### config.mk
export PLATFORM = sky130hd
export DESIGN_NAME = mem_access_stage
export DESIGN_NICKNAME = d
export VERILOG_FILES = /design/src/rtl/mem_access_pkg.sv /design/src/rtl/mem_access_stage_mem_wb.sv /design/src/rtl/mem_access_stage.sv
export SDC_FILE = /design/constraint.sdc
export NUM_CORES = 1
export LEC_CHECK = 0
export BUFFER_PORTS_ARGS = -buffer_cell sky130_fd_sc_hd__buf_2
export CORE_MARGIN = 2
export CORE_UTILIZATION = 33
export DETAILED_ROUTE_END_ITERATION = 16
export PLACE_DENSITY_LB_ADDON = 0.15
export SETUP_SLACK_MARGIN = 0.1
export SYNTH_ARGS = -nofsm -noshare
export SYNTH_HDL_FRONTEND = slang
export SYNTH_SLANG_ARGS = --single-unit
### constraint.sdc
create_clock -name Clock -period 5.39 [get_ports Clock]
set_clock_uncertainty 0.05 [all_clocks]
set_input_delay 1.078 -clock Clock [delete_from_list [all_inputs] [get_ports Clock]]
set_output_delay 1.078 -clock Clock [all_outputs]
set_load 0.01 [all_outputs]
### src/rtl/mem_access_pkg.sv
// Shared MEM-stage definitions: widths, FSM encoding
// and the control pattern written into WB for a bubble.
package mem_access_pkg;
  localparam int WORD   = 32;
  localparam int RWIDTH = 5;

  typedef enum logic {
    S_IDLE = 1'b0,
    S_REQ  = 1'b1
  } state_e;

  // {MemtoReg, RegWrite}
  localparam logic [1:0] WB_CTRL_BUBBLE = 2'b00;
endpackage

### src/rtl/mem_access_stage_mem_wb.sv
// MEM/WB register bank: loads MEM fields or a bubble.
// Read data is only replaced by a completed load.
module mem_wb_reg
  import mem_access_pkg::*;
#(
  parameter int word   = WORD,
  parameter int rwidth = RWIDTH
) (
  input  logic              Clock,
  input  logic              Reset_n,
  input  logic              load,
  input  logic              bubble,
  input  logic              rdata_en,
  input  logic              memtoreg_i,
  input  logic              regwrite_i,
  input  logic [word-1:0]   rdata_i,
  input  logic [word-1:0]   alu_i,
  input  logic [rwidth-1:0] rd_i,
  output logic              WB_MemtoReg,
  output logic              WB_RegWrite,
  output logic [word-1:0]   WB_Read_data,
  output logic [word-1:0]   WB_ALU_result,
  output logic [rwidth-1:0] WB_MUX8_out
);
  logic [1:0]        ctrl_q, ctrl_d;
  logic [word-1:0]   rdata_q, rdata_d;
  logic [word-1:0]   alu_q, alu_d;
  logic [rwidth-1:0] rd_q, rd_d;

  always_comb begin
    ctrl_d  = ctrl_q;
    rdata_d = rdata_q;
    alu_d   = alu_q;
    rd_d    = rd_q;
    if (bubble) begin
      ctrl_d = WB_CTRL_BUBBLE;
      alu_d  = '0;
      rd_d   = '0;
    end else if (load) begin
      ctrl_d = {memtoreg_i, regwrite_i};
      alu_d  = alu_i;
      rd_d   = rd_i;
      if (rdata_en) rdata_d = rdata_i;
    end
  end

  always_ff @(posedge Clock or negedge Reset_n) begin
    if (!Reset_n) begin
      ctrl_q  <= '0;
      rdata_q <= '0;
      alu_q   <= '0;
      rd_q    <= '0;
    end else begin
      ctrl_q  <= ctrl_d;
      rdata_q <= rdata_d;
      alu_q   <= alu_d;
      rd_q    <= rd_d;
    end
  end

  assign WB_MemtoReg   = ctrl_q[1];
  assign WB_RegWrite   = ctrl_q[0];
  assign WB_Read_data  = rdata_q;
  assign WB_ALU_result = alu_q;
  assign WB_MUX8_out   = rd_q;
endmodule

### src/rtl/mem_access_stage.sv
// MEM pipeline stage: data-memory handshake FSM with
// alignment check, ack timeout and MEM/WB register.
module mem_access_stage
  import mem_access_pkg::*;
#(
  parameter int word    = WORD,
  parameter int rwidth  = RWIDTH,
  parameter int TIMEOUT = 16
) (
  input  logic              Clock,
  input  logic              Reset_n,
  input  logic              MEM_MemRead,
  input  logic              MEM_MemWrite,
  input  logic              MEM_MemtoReg,
  input  logic              MEM_RegWrite,
  input  logic [word-1:0]   MEM_ALU_result,
  input  logic [word-1:0]   MEM_MUX6_out,
  input  logic [rwidth-1:0] MEM_MUX8_out,
  output logic              dmem_req,
  output logic              dmem_we,
  output logic [word-1:0]   dmem_addr,
  output logic [word-1:0]   dmem_wdata,
  input  logic              dmem_ack,
  input  logic [word-1:0]   dmem_rdata,
  output logic              Stall,
  output logic              MemFault,
  output logic              WB_MemtoReg,
  output logic              WB_RegWrite,
  output logic [word-1:0]   WB_Read_data,
  output logic [word-1:0]   WB_ALU_result,
  output logic [rwidth-1:0] WB_MUX8_out
);
  localparam logic [7:0] CNT_LAST = 8'(TIMEOUT - 1);

  state_e     state_q, state_d;
  logic [7:0] cnt_q, cnt_d;
  logic       fault_q, fault_d;
  logic       memop, bad, in_req;
  logic       load, rdata_en;

  assign memop  = MEM_MemRead | MEM_MemWrite;
  assign bad    = (MEM_ALU_result[1:0] != 2'b00)
                | (MEM_MemRead & MEM_MemWrite);
  assign in_req = (state_q == S_REQ);

  always_comb begin
    state_d  = state_q;
    cnt_d    = cnt_q;
    fault_d  = 1'b0;
    Stall    = 1'b0;
    load     = 1'b0;
    rdata_en = 1'b0;
    unique case (1'b1)
      !in_req && memop && !bad: begin
        Stall   = 1'b1;
        state_d = S_REQ;
        cnt_d   = '0;
      end
      !in_req && memop && bad: fault_d = 1'b1;
      !in_req && !memop:       load    = 1'b1;
      in_req && dmem_ack: begin
        load     = 1'b1;
        rdata_en = MEM_MemRead;
        state_d  = S_IDLE;
      end
      in_req && !dmem_ack && (cnt_q == CNT_LAST): begin
        fault_d = 1'b1;
        state_d = S_IDLE;
        cnt_d   = '0;
      end
      default: begin
        Stall = 1'b1;
        cnt_d = cnt_q + 8'd1;
      end
    endcase
  end

  always_ff @(posedge Clock or negedge Reset_n) begin
    if (!Reset_n) begin
      state_q <= S_IDLE;
      cnt_q   <= '0;
      fault_q <= 1'b0;
    end else begin
      state_q <= state_d;
      cnt_q   <= cnt_d;
      fault_q <= fault_d;
    end
  end

  // Request lines decode registered state; EX/MEM is
  // held by Stall, so address and data stay stable.
  assign dmem_req   = in_req;
  assign dmem_we    = in_req & MEM_MemWrite;
  assign dmem_addr  = MEM_ALU_result;
  assign dmem_wdata = MEM_MUX6_out;
  assign MemFault   = fault_q;

  mem_wb_reg #(
    .word   (word),
    .rwidth (rwidth)
  ) u_mem_wb (
    .Clock         (Clock),
    .Reset_n       (Reset_n),
    .load          (load),
    .bubble        (!load),
    .rdata_en      (rdata_en),
    .memtoreg_i    (MEM_MemtoReg),
    .regwrite_i    (MEM_RegWrite),
    .rdata_i       (dmem_rdata),
    .alu_i         (MEM_ALU_result),
    .rd_i          (MEM_MUX8_out),
    .WB_MemtoReg   (WB_MemtoReg),
    .WB_RegWrite   (WB_RegWrite),
    .WB_Read_data  (WB_Read_data),
    .WB_ALU_result (WB_ALU_result),
    .WB_MUX8_out   (WB_MUX8_out)
  );
endmodule

==> flow_summary_export.csv, run 1 <==
group,metric,value,unit
synth,syn_inst,272,
synth,yosysWarnings,0,
clocking,cts_setup_buffers,0,
route,vias,2310,
timing,finalMaxSlewViolations,0,
grt,grt_use_total,0.133,
route,viasPerCell,4.30,
final_layout,utilization,0.418,
floorplanning,rows,37,
route,dr.pass1.iters,4,
timing,fmax,0.301,GHz
pwr,p_leak,2.22,nW
clocking,htree_levels,3,
placed_design,gp_congestion,0.733,
floorplanning,dieHeight,107,microns
synth,synth-seq-cells,81,
clocking,clkLatencyLatePin,350,ps
critical_path,r2r_cells,3,
placed_design,port_buffers,182,
pwr,powerDensity,438,nW/um^2
clocking,clockBufferDepth,2,
critical_path,cp_data_required_time,4260,ps
route,antenna_left,0,
floorplanning,die_area,11400,sq um
synth,syn-cell-area,3480,sq um
critical_path,reg2reg_from,"dmem_req$_DFFE_PN0P_",
route,drt_iter0_markers,70,
clocking,cts_tree,"built",
final_layout,drive_above_1_share,0.590,
synth,synth_nets,381,
worst_hold_path,hold_depth,1,
grt,grt_overflow,0,
timing,grt_setup_unrepaired,"false",
outcome,outcome,"complete, no violations",
clocking,clkTransAtPathRegs,90,ps
final_layout,final_cell_mix,"181 x buf_2, 81 x dfrtp_1, 40 x nor2b_1, 32 x mux2_2, 9 x clkbuf_8",
grt,grt_antenna_before_repair,1,
final_layout,fill_cells,1011,
clocking,holdBufCountCts,0,
timing,period_needed,3320,ps
final_layout,final_common_cell,"buf_2",
floorplanning,coreArea,10300,sq um
clocking,cts_root_buf,"clkbuf_8",
synth,synth-seq-area-share,0.583,
clocking,cts-resized-gates,0,
final_layout,stdcell_area,4290,sq um
timing,timing.slew.headroom,0.312,
critical_path,path_class,"input port to output port",
grt,grt_pass1_vias,2174,
route,drt-wirelength-per-cell,14.2,microns
floorplanning,ioPinCount,247,
clocking,cts.sinks,81,
critical_path,critPathMaxFanout,9,
timing,hold_violations,0,
critical_path,cp-startpoint,"dmem_ack",
placed_design,place_hpwl,5590,microns
timing,tns,0,ps
pwr,fin_total_pwr,1.88,mW
final_layout,syn_to_final_growth,23.5,%
worst_hold_path,worstHoldPathType,"flip-flop to flip-flop",
final_layout,num-nets-final,504,
pwr,ir_worst_vdd,0.000139,V
critical_path,cp-start-kind,"input port",
floorplanning,initial_utilization,0.338,
timing,finalSetupViolCount,0,
floorplanning,die_width,107,microns
critical_path,end_kind,"output port",
timing,fin_crit_sh,0.615,
synth,synth_cell_types,33,
timing,tightestPinTransition,1030,ps
route,totalWireLength,7640,microns
critical_path,cp.arrival,2190,ps
grt,grt_first_pass_wirelength,11400,microns
route,drc_errors,0,
clocking,cts_buffers,9,
synth,postSynthAreaPerCell,12.8,sq um
grt,grt_max_degree,82,
flow_run,drv_cap,0,
worst_hold_path,hold_start,"u_mem_wb.WB_Read_data[31]$_DFFE_PN0P_",
placed_design,place_area,4070,sq um
==> synthesized netlist by cell type <==
library cell	n	area, sq um
dfrtp_1	81	2030
buf_4	64	480
nor2b_1	40	250
mux2_2	32	360
o31ai_1	6	45.0
a21oi_1	5	25.0
buf_2	4	20.0
clkbuf_1	4	15.0
nand2_1	4	15.0
nand3_1	3	15.0
nor2_1	3	11.3
or4_1	3	22.5
inv_1	2	7.51
o311a_1	2	20.0
a211oi_1	1	7.51
a311oi_1	1	8.76
and2_1	1	6.26
ha_1	1	12.5
nand2b_1	1	6.26
nand3b_1	1	7.51
nand3b_4	1	20.0
nor3_1	1	5.00
nor4_1	1	6.26
o211ai_1	1	7.51
o21a_1	1	7.51
o21ai_0	1	5.00
o22ai_1	1	6.26
or3_1	1	6.26
or3_4	1	11.3
or4_4	1	11.3
or4b_2	1	10.0
xnor2_1	1	8.76
xor2_1	1	8.76
==> cell families (layout without fill, tap and decap cells) <==
logic type / Yosys count / in the layout / synth area share
xor+xnor: 2 / 2 / 0.00504
compound gates: 19 / 19 / 0.0381
flops: 81 / 81 / 0.583
other cells: 0 / 1 / 0
mux: 32 / 32 / 0.104
simple gates: 63 / 63 / 0.116
buf+inv: 74 / 202 / 0.150
fa+ha+maj: 1 / 1 / 0.00360
==> cell type report <==
type	instances	area [sq um]	share of cell area
Tap cell	136	170	0.0396
Antenna cell	1	2.50	0.000583
Timing Repair Buffer	184	928	0.216
Inverter	2	7.51	0.00175
Multi-Input combinational cell	117	938	0.219
Sequential cell	81	2030	0.472
Clock inverter	6	92.6	0.0216
Clock buffer	10	128	0.0297
==> power by group <==
group	internal (mW)	total [mW]	switching, mW
combinational	0.264	0.535	0.271
sequential	0.775	0.854	0.0792
clock	0.263	0.490	0.227
==> path summary, 6_finish.rpt <==
path / endpoint / slack (ps)
setup / recovery: Stall / 2070
hold / removal: u_mem_wb.WB_Read_data[31]$_DFFE_PN0P_ / 460
setup reg to reg: cnt_q[4]$_DFFE_PN0N_ / 3670
hold reg to reg: u_mem_wb.WB_Read_data[31]$_DFFE_PN0P_ / 460
max in group asynchronous: u_mem_wb.WB_ALU_result[31]$_DFF_PN0_ / 3770
min in group asynchronous: u_mem_wb.WB_Read_data[7]$_DFFE_PN0P_ / 790
==> flip-flops by register name, indices dropped and copies added, names as in the netlist <==
signal                  count
MemFault                    1
u_mem_wb.WB_MUX8_out        5
u_mem_wb.ctrl_q             2
u_mem_wb.WB_Read_data      32
dmem_req                    1
u_mem_wb.WB_ALU_result     32
cnt_q                       8
==> critical path, cell delays in order <==
cell and delay [ps]:
buf_2 140, nand3b_4 210, or4_4 460, o311a_1 140, buf_2 150
==> through the flow <==
stage | hold slack (ps) | setup slack, ps | cells
2_1_floorplan | 435 | 2360 | 272
3_5_place_dp | 437 | 2070 | 520
3_3_place_gp | 430 | 2080 | 520
5_1_grt | 468 | 1990 | 536
4_1_cts | 459 | 2060 | 536
6_report | 456 | 2070 | 537
==> metal layers <==
layer	up-vias	part of all wire	global-route usage
li1	1085	-	-
met1	1068	0.41	0.159
met2	148	0.47	0.211
met3	9	0.11	0.0547
met4	0	0.015	0.0584
met5	-	0	0
(Power assumes the default switching activity.)
==> run 2: changes to the inputs <==
==> constraint.sdc (replaced) <==
create_clock -name Clock -period 3.2 [get_ports Clock]
set_clock_uncertainty 0.05 [all_clocks]
set_input_delay 0.64 -clock Clock [delete_from_list [all_inputs] [get_ports Clock]]
set_output_delay 0.64 -clock Clock [all_outputs]
set_load 0.01 [all_outputs]
==> flow_summary_export.csv, run 2 (synthesis gave the netlist of run 1 again) <==
group,metric,value,unit
route,dr.pass1.iters,4,
route,drt-wirelength-per-cell,14.1,microns
clocking,clkLatencyLatePin,350,ps
route,viasPerCell,4.31,
critical_path,regToRegEndpoint,"cnt_q[1]$_DFFE_PN0N_",
route,totalWireLength,7570,microns
timing,hold_violations,0,
timing,period_needed,2710,ps
pwr,p_leak,2.21,nW
critical_path,cp.arrival,2020,ps
clocking,cts_root_buf,"clkbuf_8",
clocking,clkTransAtPathRegs,80,ps
critical_path,r2r_cells,3,
pwr,p_switching,0.953,mW
floorplanning,ioPinCount,247,
pwr,ir_worst_vdd,0.000345,V
grt,grt_antenna_before_repair,1,
grt,grt_max_degree,82,
route,drt_iter0_markers,78,
final_layout,syn_to_final_growth,22.4,%
outcome,outcome,"complete, no violations",
pwr,swShare,0.315,
critical_path,rrSetupSlack,1500,ps
grt,grt_first_pass_wirelength,11600,microns
floorplanning,dieHeight,107,microns
pwr,internal_power,2.07,mW
timing,tightestPinTransition,1000,ps
worst_hold_path,worstHoldPathType,"input port to async pin",
timing,finalSetupViolCount,0,
critical_path,path_class,"flip-flop to output port",
clocking,htree_levels,3,
route,vias,2314,
final_layout,fill_cells,1021,
floorplanning,rows,37,
clocking,cts_tree,"built",
timing,fmax,0.369,GHz
final_layout,final_cell_mix,"181 x buf_2, 81 x dfrtp_1, 40 x nor2b_1, 32 x mux2_2, 11 x clkbuf_8",
pwr,p_comb_frac,0.299,
timing,finalMaxSlewViolations,0,
final_layout,stdcell_count,537,
floorplanning,die_area,11400,sq um
timing,timing.slew.headroom,0.332,
clocking,cts_setup_buffers,0,
pwr,powerDensity,711,nW/um^2
floorplanning,initial_utilization,0.338,
floorplanning,coreArea,10300,sq um
final_layout,num-nets-final,504,
timing,fin_crit_sh,0.848,
clocking,cts.sinks,81,
route,antenna_left,0,
critical_path,end_kind,"output port",
flow_run,drv_cap,0,
pwr,clkPwrFrac,0.226,
critical_path,cp_data_required_time,2510,ps
critical_path,reg2reg_from,"dmem_req$_DFFE_PN0P_",
floorplanning,die_width,107,microns
placed_design,port_buffers,182,
final_layout,drive_above_1_share,0.593,
clocking,holdBufCountCts,0,
placed_design,dp.cells,520,
grt,grt_pass1_vias,2256,
clocking,cts_buffers,9,
timing,grt_setup_unrepaired,"false",
pwr,seqPwrFrac,0.475,
clocking,clockBufferDepth,2,
clocking,cts-resized-gates,0,
timing,tns,0,ps
placed_design,gp_congestion,0.706,
final_layout,final_common_cell,"buf_2",
route,drc_errors,0,
critical_path,cp-start-kind,"flip-flop",
grt,grt_use_total,0.134,
placed_design,place_hpwl,5580,microns
grt,grt_overflow,0,
critical_path,critPathMaxFanout,5,
## run 2: metal layers
metal	global-route usage	part of all wire
met1	0.155	0.40
met2	0.220	0.48
met3	0.0590	0.11
met4	0.0501	0.011
met5	0	0
## run 2: power groups by stage
stage	clock network (mW)	logic, mW	registers (mW)
after floorplan	0	0.418	1.59
after global placement	0	0.922	1.45
after detailed placement	0	0.924	1.46
after CTS	0.719	0.925	1.44
after global routing	0.778	1.00	1.47
final	0.683	0.905	1.44
## run 2: how the worst max path moves through the flow
stage                         startpoint  endpoint  slack [ps]  depth (start not counted)
global placement                dmem_ack     Stall         780                          5
finish              cnt_q[5]$_DFFE_PN0N_     Stall         490                          4
floorplan           cnt_q[5]$_DFFE_PN0N_     Stall        1040                          3
detailed placement              dmem_ack     Stall         760                          5
CTS                 cnt_q[5]$_DFFE_PN0N_     Stall         470                          4
global route        cnt_q[5]$_DFFE_PN0N_     Stall         420                          4
## run 2: per-stage QoR
stage                     hold slack (ps)  worst slack, ps  instance area (sq um)  total power [mW]   util
final                                 402              487                   4260              3.02  0.414
after global routing                  435              424                   4250              3.25  0.414
after CTS                             433              472                   4250              3.08  0.414
after detailed placement              438              760                   4070              2.39  0.396
after global placement                430              780                   4070              2.37  0.396
after floorplan                       294             1040                   3480              2.01      -
## run 2: cell type report
cell class                 count  area [sq um]  share of cell area
antenna                        1          2.50            0.000588
clock buffer                  11           151              0.0356
sequential                    81          2030               0.476
timing repair buffer         184           928               0.218
inverter                       2          7.51             0.00176
multi-input combinational    117           938               0.221
tap                          136           170              0.0400
clock inverter                 5          30.0             0.00706
## run 2: critical path, stage by stage (launching register included)
cell and delay (ps):
dfrtp_1 430, or3_4 420, or4_4 530, o311a_1 140
buf_2 150
